[src/rtl/tty_uart_tx.sv]
// ---------------------------------------------------------------------------
// tty_uart_tx
// Buffers characters written by the MCU's TTY port in a small FIFO and sends
// them out as asynchronous UART frames (start, DATA_W data bits LSB first,
// optional even parity, STOP_BITS stop bits) on a single line that idles high.
//
// Build option: define TTY_UART_PARITY_EN to add an even-parity bit between
// the data bits and the stop bits.
//
// Ports:
//   clk_i       system clock, rising edge
//   rst_in      asynchronous active-low reset
//   data_i      character to transmit
//   we_i        write strobe, one character per high cycle
//   clr_ovf_i   clears the sticky overflow flag
//   full_o      FIFO full (registered)
//   empty_o     FIFO empty (registered)
//   level_o     FIFO occupancy (registered)
//   overflow_o  sticky flag: a write was dropped because the FIFO was full
//   busy_o      serialiser is not idle (registered)
//   tx_o        UART line (registered, high when idle)
// ---------------------------------------------------------------------------
module tty_uart_tx #(
    parameter int DATA_W     = 7,
    parameter int FIFO_DEPTH = 16,
    parameter int CLK_DIV    = 434,
    parameter int STOP_BITS  = 1
) (
    input  logic                        clk_i,
    input  logic                        rst_in,
    input  logic [DATA_W-1:0]           data_i,
    input  logic                        we_i,
    input  logic                        clr_ovf_i,
    output logic                        full_o,
    output logic                        empty_o,
    output logic [$clog2(FIFO_DEPTH):0] level_o,
    output logic                        overflow_o,
    output logic                        busy_o,
    output logic                        tx_o
);

    localparam int AW = $clog2(FIFO_DEPTH);
    localparam int LW = AW + 1;
    localparam int TW = $clog2(CLK_DIV);
    localparam int BW = $clog2(DATA_W + 1);

    typedef enum logic [2:0] {
        S_IDLE   = 3'd0,
        S_START  = 3'd1,
        S_DATA   = 3'd2,
        S_PARITY = 3'd3,
        S_STOP   = 3'd4
    } state_t;

`ifdef TTY_UART_PARITY_EN
    function automatic logic f_even_parity(input logic [DATA_W-1:0] d);
        return ^d;
    endfunction
`endif

    // FIFO storage and bookkeeping
    logic [DATA_W-1:0] r_mem [FIFO_DEPTH];
    logic [AW-1:0]     r_wr_ptr;
    logic [AW-1:0]     r_rd_ptr;
    logic [LW-1:0]     r_level;
    logic              r_full;
    logic              r_empty;
    logic              r_ovf;
    logic [LW-1:0]     w_level_nxt;
    logic              w_push;
    logic              w_pop;

    // Serialiser
    state_t            r_state;
    state_t            w_state_nxt;
    logic [TW-1:0]     r_tick;
    logic [TW-1:0]     w_tick_nxt;
    logic [BW-1:0]     r_bit_cnt;
    logic [BW-1:0]     w_bit_nxt;
    logic [DATA_W-1:0] r_shift;
    logic [DATA_W-1:0] w_shift_nxt;
    logic              r_tx;
    logic              w_tx_nxt;
    logic              r_busy;
    logic              w_bit_end;
`ifdef TTY_UART_PARITY_EN
    logic              r_par;
    logic              w_par_nxt;
`endif

    // Full is the registered flag, so a write while full is refused even if
    // the serialiser pops in the same cycle.
    assign w_push    = we_i & ~r_full;
    assign w_pop     = (r_state == S_IDLE) & ~r_empty;
    assign w_bit_end = (r_tick == TW'(CLK_DIV - 1));

    // Occupancy update: simultaneous push and pop leave the level unchanged
    always_comb begin
        w_level_nxt = r_level;
        if (w_push && !w_pop) begin
            w_level_nxt = r_level + LW'(1'b1);
        end else if (w_pop && !w_push) begin
            w_level_nxt = r_level - LW'(1'b1);
        end else begin
            w_level_nxt = r_level;
        end
    end

    // FIFO data array write port (contents need no reset)
    always_ff @(posedge clk_i) begin
        if (w_push) begin
            r_mem[r_wr_ptr] <= data_i;
        end
    end

    // FIFO pointers, level/flags and sticky overflow
    always_ff @(posedge clk_i or negedge rst_in) begin
        if (!rst_in) begin
            r_wr_ptr <= {AW{1'b0}};
            r_rd_ptr <= {AW{1'b0}};
            r_level  <= {LW{1'b0}};
            r_empty  <= 1'b1;
            r_full   <= 1'b0;
            r_ovf    <= 1'b0;
        end else begin
            if (w_push) begin
                r_wr_ptr <= r_wr_ptr + AW'(1'b1);
            end
            if (w_pop) begin
                r_rd_ptr <= r_rd_ptr + AW'(1'b1);
            end
            r_level <= w_level_nxt;
            r_empty <= (w_level_nxt == {LW{1'b0}});
            r_full  <= (w_level_nxt == LW'(FIFO_DEPTH));
            // A drop in the same cycle as a clear keeps the flag set
            if (we_i && r_full) begin
                r_ovf <= 1'b1;
            end else if (clr_ovf_i) begin
                r_ovf <= 1'b0;
            end
        end
    end

    // Serialiser next-state, bit timer, bit counter and line value
    always_comb begin
        w_state_nxt = r_state;
        w_tick_nxt  = w_bit_end ? {TW{1'b0}} : (r_tick + TW'(1'b1));
        w_bit_nxt   = r_bit_cnt;
        w_shift_nxt = r_shift;
`ifdef TTY_UART_PARITY_EN
        w_par_nxt   = r_par;
`endif
        case (r_state)
            S_IDLE: begin
                w_tick_nxt = {TW{1'b0}};
                w_bit_nxt  = {BW{1'b0}};
                if (!r_empty) begin
                    w_state_nxt = S_START;
                    w_shift_nxt = r_mem[r_rd_ptr];
`ifdef TTY_UART_PARITY_EN
                    w_par_nxt   = f_even_parity(r_mem[r_rd_ptr]);
`endif
                end else begin
                    w_state_nxt = S_IDLE;
                end
            end
            S_START: begin
                if (w_bit_end) begin
                    w_state_nxt = S_DATA;
                    w_bit_nxt   = {BW{1'b0}};
                end else begin
                    w_state_nxt = S_START;
                end
            end
            S_DATA: begin
                if (w_bit_end) begin
                    w_shift_nxt = {1'b0, r_shift[DATA_W-1:1]};
                    if (r_bit_cnt == BW'(DATA_W - 1)) begin
`ifdef TTY_UART_PARITY_EN
                        w_state_nxt = S_PARITY;
`else
                        w_state_nxt = S_STOP;
`endif
                        w_bit_nxt   = {BW{1'b0}};
                    end else begin
                        w_bit_nxt   = r_bit_cnt + BW'(1'b1);
                    end
                end else begin
                    w_state_nxt = S_DATA;
                end
            end
`ifdef TTY_UART_PARITY_EN
            S_PARITY: begin
                if (w_bit_end) begin
                    w_state_nxt = S_STOP;
                    w_bit_nxt   = {BW{1'b0}};
                end else begin
                    w_state_nxt = S_PARITY;
                end
            end
`endif
            S_STOP: begin
                if (w_bit_end) begin
                    if (r_bit_cnt == BW'(STOP_BITS - 1)) begin
                        w_state_nxt = S_IDLE;
                        w_bit_nxt   = {BW{1'b0}};
                    end else begin
                        w_bit_nxt   = r_bit_cnt + BW'(1'b1);
                    end
                end else begin
                    w_state_nxt = S_STOP;
                end
            end
            default: begin
                w_state_nxt = S_IDLE;
                w_tick_nxt  = {TW{1'b0}};
                w_bit_nxt   = {BW{1'b0}};
            end
        endcase

        // Line value follows the current state; it is registered below
        case (r_state)
            S_IDLE:   w_tx_nxt = 1'b1;
            S_START:  w_tx_nxt = 1'b0;
            S_DATA:   w_tx_nxt = r_shift[0];
`ifdef TTY_UART_PARITY_EN
            S_PARITY: w_tx_nxt = r_par;
`endif
            S_STOP:   w_tx_nxt = 1'b1;
            default:  w_tx_nxt = 1'b1;
        endcase
    end

    // Serialiser state register and registered line/busy outputs
    always_ff @(posedge clk_i or negedge rst_in) begin
        if (!rst_in) begin
            r_state   <= S_IDLE;
            r_tick    <= {TW{1'b0}};
            r_bit_cnt <= {BW{1'b0}};
            r_shift   <= {DATA_W{1'b0}};
            r_tx      <= 1'b1;
            r_busy    <= 1'b0;
`ifdef TTY_UART_PARITY_EN
            r_par     <= 1'b0;
`endif
        end else begin
            r_state   <= w_state_nxt;
            r_tick    <= w_tick_nxt;
            r_bit_cnt <= w_bit_nxt;
            r_shift   <= w_shift_nxt;
            r_tx      <= w_tx_nxt;
            r_busy    <= (r_state != S_IDLE);
`ifdef TTY_UART_PARITY_EN
            r_par     <= w_par_nxt;
`endif
        end
    end

    assign full_o     = r_full;
    assign empty_o    = r_empty;
    assign level_o    = r_level;
    assign overflow_o = r_ovf;
    assign busy_o     = r_busy;
    assign tx_o       = r_tx;

endmodule

[config.mk]
export PLATFORM = sky130hd
export DESIGN_NAME = tty_uart_tx
export DESIGN_NICKNAME = d
export VERILOG_FILES = /design/src/rtl/tty_uart_tx.sv
export SDC_FILE = /design/constraint.sdc
export NUM_CORES = 1
export LEC_CHECK = 0
export ABC_AREA = 1
export CORE_AREA = 2 2 153 155
export CTS_CLUSTER_DIAMETER = 60
export CTS_CLUSTER_SIZE = 20
export DETAILED_ROUTE_END_ITERATION = 6
export DIE_AREA = 0 0 155 157
export GPL_ROUTABILITY_DRIVEN = 0
export PLACE_DENSITY = 0.43
export SLEW_MARGIN = 0
export SYNTH_ARGS = -nofsm -noshare
export SYNTH_HDL_FRONTEND = slang
export SYNTH_SLANG_ARGS = --single-unit
[constraint.sdc]
create_clock -name clk_i -period 3.6 [get_ports clk_i]
set_input_delay 0.72 -clock clk_i [delete_from_list [all_inputs] [get_ports clk_i]]
set_output_delay 0.72 -clock clk_i [all_outputs]
set_load 0.03 [all_outputs]
# ---- Word level (Yosys, flattened, before mapping)
# Memories as Yosys holds them, arrays and structs flattened.
# Cells that the tools add are included.
dict set report classes {
  addsub 6
  n_div 0
  n_reduce_logical 15
  shift 0
  n_lt_le_gt_ge 0
  n_mul 0
  bitwise_logic 4
  n_eq_ne 12
  muxes 25
}
# operator n
set ops {}
lappend ops {{$mux 3} 9}
lappend ops {{$mux 9} 2}
lappend ops {{$mux 7} 2}
lappend ops {{$pmux 7 s2} 1}
lappend ops {{$pmux 3 s4} 1}
lappend ops {{$mux 5} 2}
lappend ops {{$add 9x1->9 const B} 1}
lappend ops {{$eq 9x9->1 const B} 1}
lappend ops {{$pmux 3 s3} 1}
lappend ops {{$add 4x1->4 const B} 2}
lappend ops {{$ne 2x2->1 const B} 4}
lappend ops {{$eq 3x3->1 const B} 2}
lappend ops {{$logic_not 3->1} 2}
lappend ops {{$ne 3x3->1 const B} 2}
lappend ops {{$reduce_and 3->1} 2}
lappend ops {{$add 5x1->5 const B} 1}
lappend ops {{$eq 5x5->1 const B} 1}
lappend ops {{$logic_not 5->1} 1}
lappend ops {{$mux 1} 5}
lappend ops {{$sub 5x1->5 const B} 1}
lappend ops {{$reduce_bool 2->1} 2}
lappend ops {{$add 3x1->3 const B} 1}
lappend ops {{$eq 3x1->1 const B} 1}
lappend ops {{$eq 3x2->1 const B} 1}
lappend ops {{other kinds (9)} 14}
dict set report totals {
  ram_bits 112
  ff_bits 40
  romBits 0
  in_bits 11
  wordCells 75
  memories 1
  out_inout_bits 10
  latch_bits 0
}
# name words word_bits read_ports rd_ports_with_merged_regs wr line_no
set mem_list {}
lappend mem_list {r_mem 16 7 1 0 1 62} ;# logic [DATA_W-1:0] r_mem [FIFO_DEPTH];

# ---- Longest topological paths before layout
dict set report depth {
  ltp_word 7
  mapped_depth 11
  ltp_nobuf 10
}

# ---- Worst setup path before layout
# No wires, ideal clock.
dict set report synth_timing {
  kind {input port to flip-flop}
  startpoint {input port we_i}
  endpoint {memory r_mem[11][0] (enable)}
  setup_ns 0.360
  setup_slack_ns 1.766
  path_stages 5
  t_required_ns 3.240
  n_path_buf 1
  arrival_ns 1.474
  path_cell_list {nand2_2 inv_2 buf_4 nand2_1 nor2_1}
}
dict set report synth_between {
  elab_chain_len 3
}
# item line_no
set synth_lines {}
lappend synth_lines {{start: declaration} 32} ;# input logic we_i,
lappend synth_lines {{$and 1x1->1} 93} ;# assign w_push = we_i & ~r_full;
lappend synth_lines {{$mux 1} 111} ;# if (w_push) begin
lappend synth_lines {{$mux 1 (not written as such)} 112} ;# r_mem[r_wr_ptr] <= data_i;
lappend synth_lines {{end: declaration} 62}
# No other way between the ends.

# ---- Worst setup path in the final report
dict set report layout_timing {
  startpoint {register r_empty, in the netlist empty_o}
  endpoint {output port empty_o}
}
# item line_no
set layout_lines {}
lappend layout_lines {{start: declaration} 67} ;# logic r_empty;
lappend layout_lines {{start signal: assignment} 133} ;# r_empty <= (w_level_nxt == {LW{1'b0}});
lappend layout_lines {{end: declaration} 35} ;# output logic empty_o,
# No word-level cell between the ends.

==> run metrics <==
startpoint types=flip-flop; filler cell count=2247; Power, Total=~4400 uW; post-synth cell types=32; first drt pass iteration count=4; Clock Path Buffers=2; Worst setup EP type=output port; first-pass GRT wire length=25400 um; Main synth FF type=edfxtp_1; Post-Syn Instances=634; Routed Antenna Nets=0; crit path cell chain=clkdlybuf4s50_1; Site Rows=55; Chip Height=157 um; vias in the first global route=4428; crit path max fanout=2; All-Layer GR Usage=0.140; pwr/cell area=around 580 nW/um^2; outcome=finished clean; Least-Margin Pin Slew=0.970 ns; CTS H-tree depth=4; worst path bufs/invs=1; LEAKAGE=0.00298 uW; # setup viols final=0; Post-synth EDFFs=112; MaxCap Viol Count=0; top cells by count, synth=nand2_1, edfxtp_1, nor2_1; IO Count=21; most common cell in the netlist=nand2_1; Worst-path clk slew=about 0.060 ns; FF/Latch Area=4370 sq um; setup repair bufs after CTS=0; share of layout cells above drive strength 1=0.0860; number of storage elements in the synthesis netlist=approximately 150; die footprint=24300 sq um; Seq/Total Area, Yosys=0.653; Multi-input gate area=1990 sq um; Mapped Area=~6700 sq um; core area=22500 sq um; final instance area=7660 sq um; post-synth top area cell=edfxtp_1; hold buffers post-CTS=0; pin count of the biggest net entering global routing=70; Final Hold Viols=0; required time worst endpoint=2.88 ns; Iteration-0 DRC Markers=406; Starting Density=0.297; TritonCTS clock tree=done; final worst clock skew=0.0136 ns; CTS Sinks=152; I/O Buffers=20; Worst-Skew Late Latency=0.42 ns; Async S/R FF share, synth=0.263; NumNets Final=673; unrepaired setup endpoints after global routing=no; initial antenna violation count=0; Final Cycle Share=0.645; drt total wl=~16000 um; gr ovfl total=0; Ys Warns=0; Synth top area share=0.503; Largest stage delay, worst path=0.67 ns; chip width=155 um; Placement Cell Area=7120 sq um; setup TNS=0 ns; ANT cells=0; # DRC=0; Vias/cell=4.59; worst setup path start=empty_o; post_cts resized=0; Final Max Slew Viols=0; Net Count, Synth=657; Max Fclk=between 400 and 500 MHz; Period minus WS final=2.32 ns; CP max stage cell=clkdlybuf4s50_1; synthesized area per cell=10.5 sq um; critical path arrival=between 1.5 and 2 ns; Slew HR=0.353; worst hold path type=in2async; Final HPWL DP=10400 um; Syn-to-layout area delta=14.6%; CTS buffer count=17; crit path kind=reg2out; DR WL/cell=roughly 17 um; worst vdd ir=0.417 mV; CP top delay family=buffers and inverters; via count=4351; top cells by area, synth=edfxtp_1, dfrtp_1, nand2_1; reg2reg start=r_rd_ptr[0]; Min Hold Slack=~0.46 ns; clk root buf=clkbuf_16
-- registers in the layout (all words and copies together), names as in the netlist --
signal      cells
overflow_o      1
r_bit_cnt       3
r_rd_ptr        4
r_shift         7
tx_o            1
r_state         3
full_o          1
empty_o         1
r_wr_ptr        4
r_mem         112
busy_o          1
r_tick          9
level_o         5
-- final timing paths --
check / depth (start not counted) / endpoint / slack [ns]
min in group clk_i: 2 / r_shift[6] / 0.48
min reg2reg: 2 / r_shift[6] / 0.48
max: 1 / empty_o / 1.28
max in group asynchronous: 1 / r_rd_ptr[0] / 2.47
max reg2reg: 9 / r_shift[1] / 1.62
min: 1 / r_tick[1] / 0.46
-- layout by cell type (no fill, tap or decap), drive strengths merged --
cell,netlist,routed
a21oi,6,6
a31oi,2,2
and3,1,1
buf,22,4
clkbuf,4,17
clkdlybuf4s50,0,19
clkinv,1,8
clkinvlp,0,2
dfrtp,38,38
dfstp,2,2
edfxtp,112,112
ha,12,12
inv,49,55
nand2,119,119
nand3,63,63
nand3b,3,3
nand4,5,5
nor2,120,120
nor3,4,4
o211ai,11,11
o21ai,49,49
o21bai,1,1
xor2,10,10
-- power breakdown --
group | internal [uW] | switching, uW
sequential | 2070 | 94.9
combinational | 203 | 447
clock | 894 | 734
-- metrics by stage --
step           utilization  cells  setup WS [ns]
6_report             0.340    948           1.28
2_1_floorplan            -    634           1.77
4_1_cts              0.340    948           1.25
5_1_grt              0.340    948           1.20
3_3_place_gp         0.316    916          0.937
3_5_place_dp         0.316    916          0.869
-- cells by family after synthesis --
kind of cell | share of synthesized area
AOI/OAI and AO/OA | 0.0571
xor gates and xnor gates | 0.0131
adders and majority gates | 0.0225
buffers and inverters | 0.0498
DFF | 0.653
and+or+nand+nor | 0.205
-- layout make-up --
cell class	instances	share of cell area
Sequential cell	152	0.570
Multi-Input combinational cell	406	0.259
Clock buffer	17	0.0555
Tap cell	285	0.0466
Timing Repair Buffer	23	0.0284
Inverter	50	0.0245
Clock inverter	15	0.0154
-- per-layer routing --
metal / vias to the layer above / share of wire / track usage
met5: - / 0 / 0
met4: 0 / 0.011 / 0.0481
met3: 6 / 0.042 / 0.0322
met2: 96 / 0.48 / 0.226
met1: 2084 / 0.46 / 0.185
li1: 2165 / - / -
(Power assumes the default switching activity.)
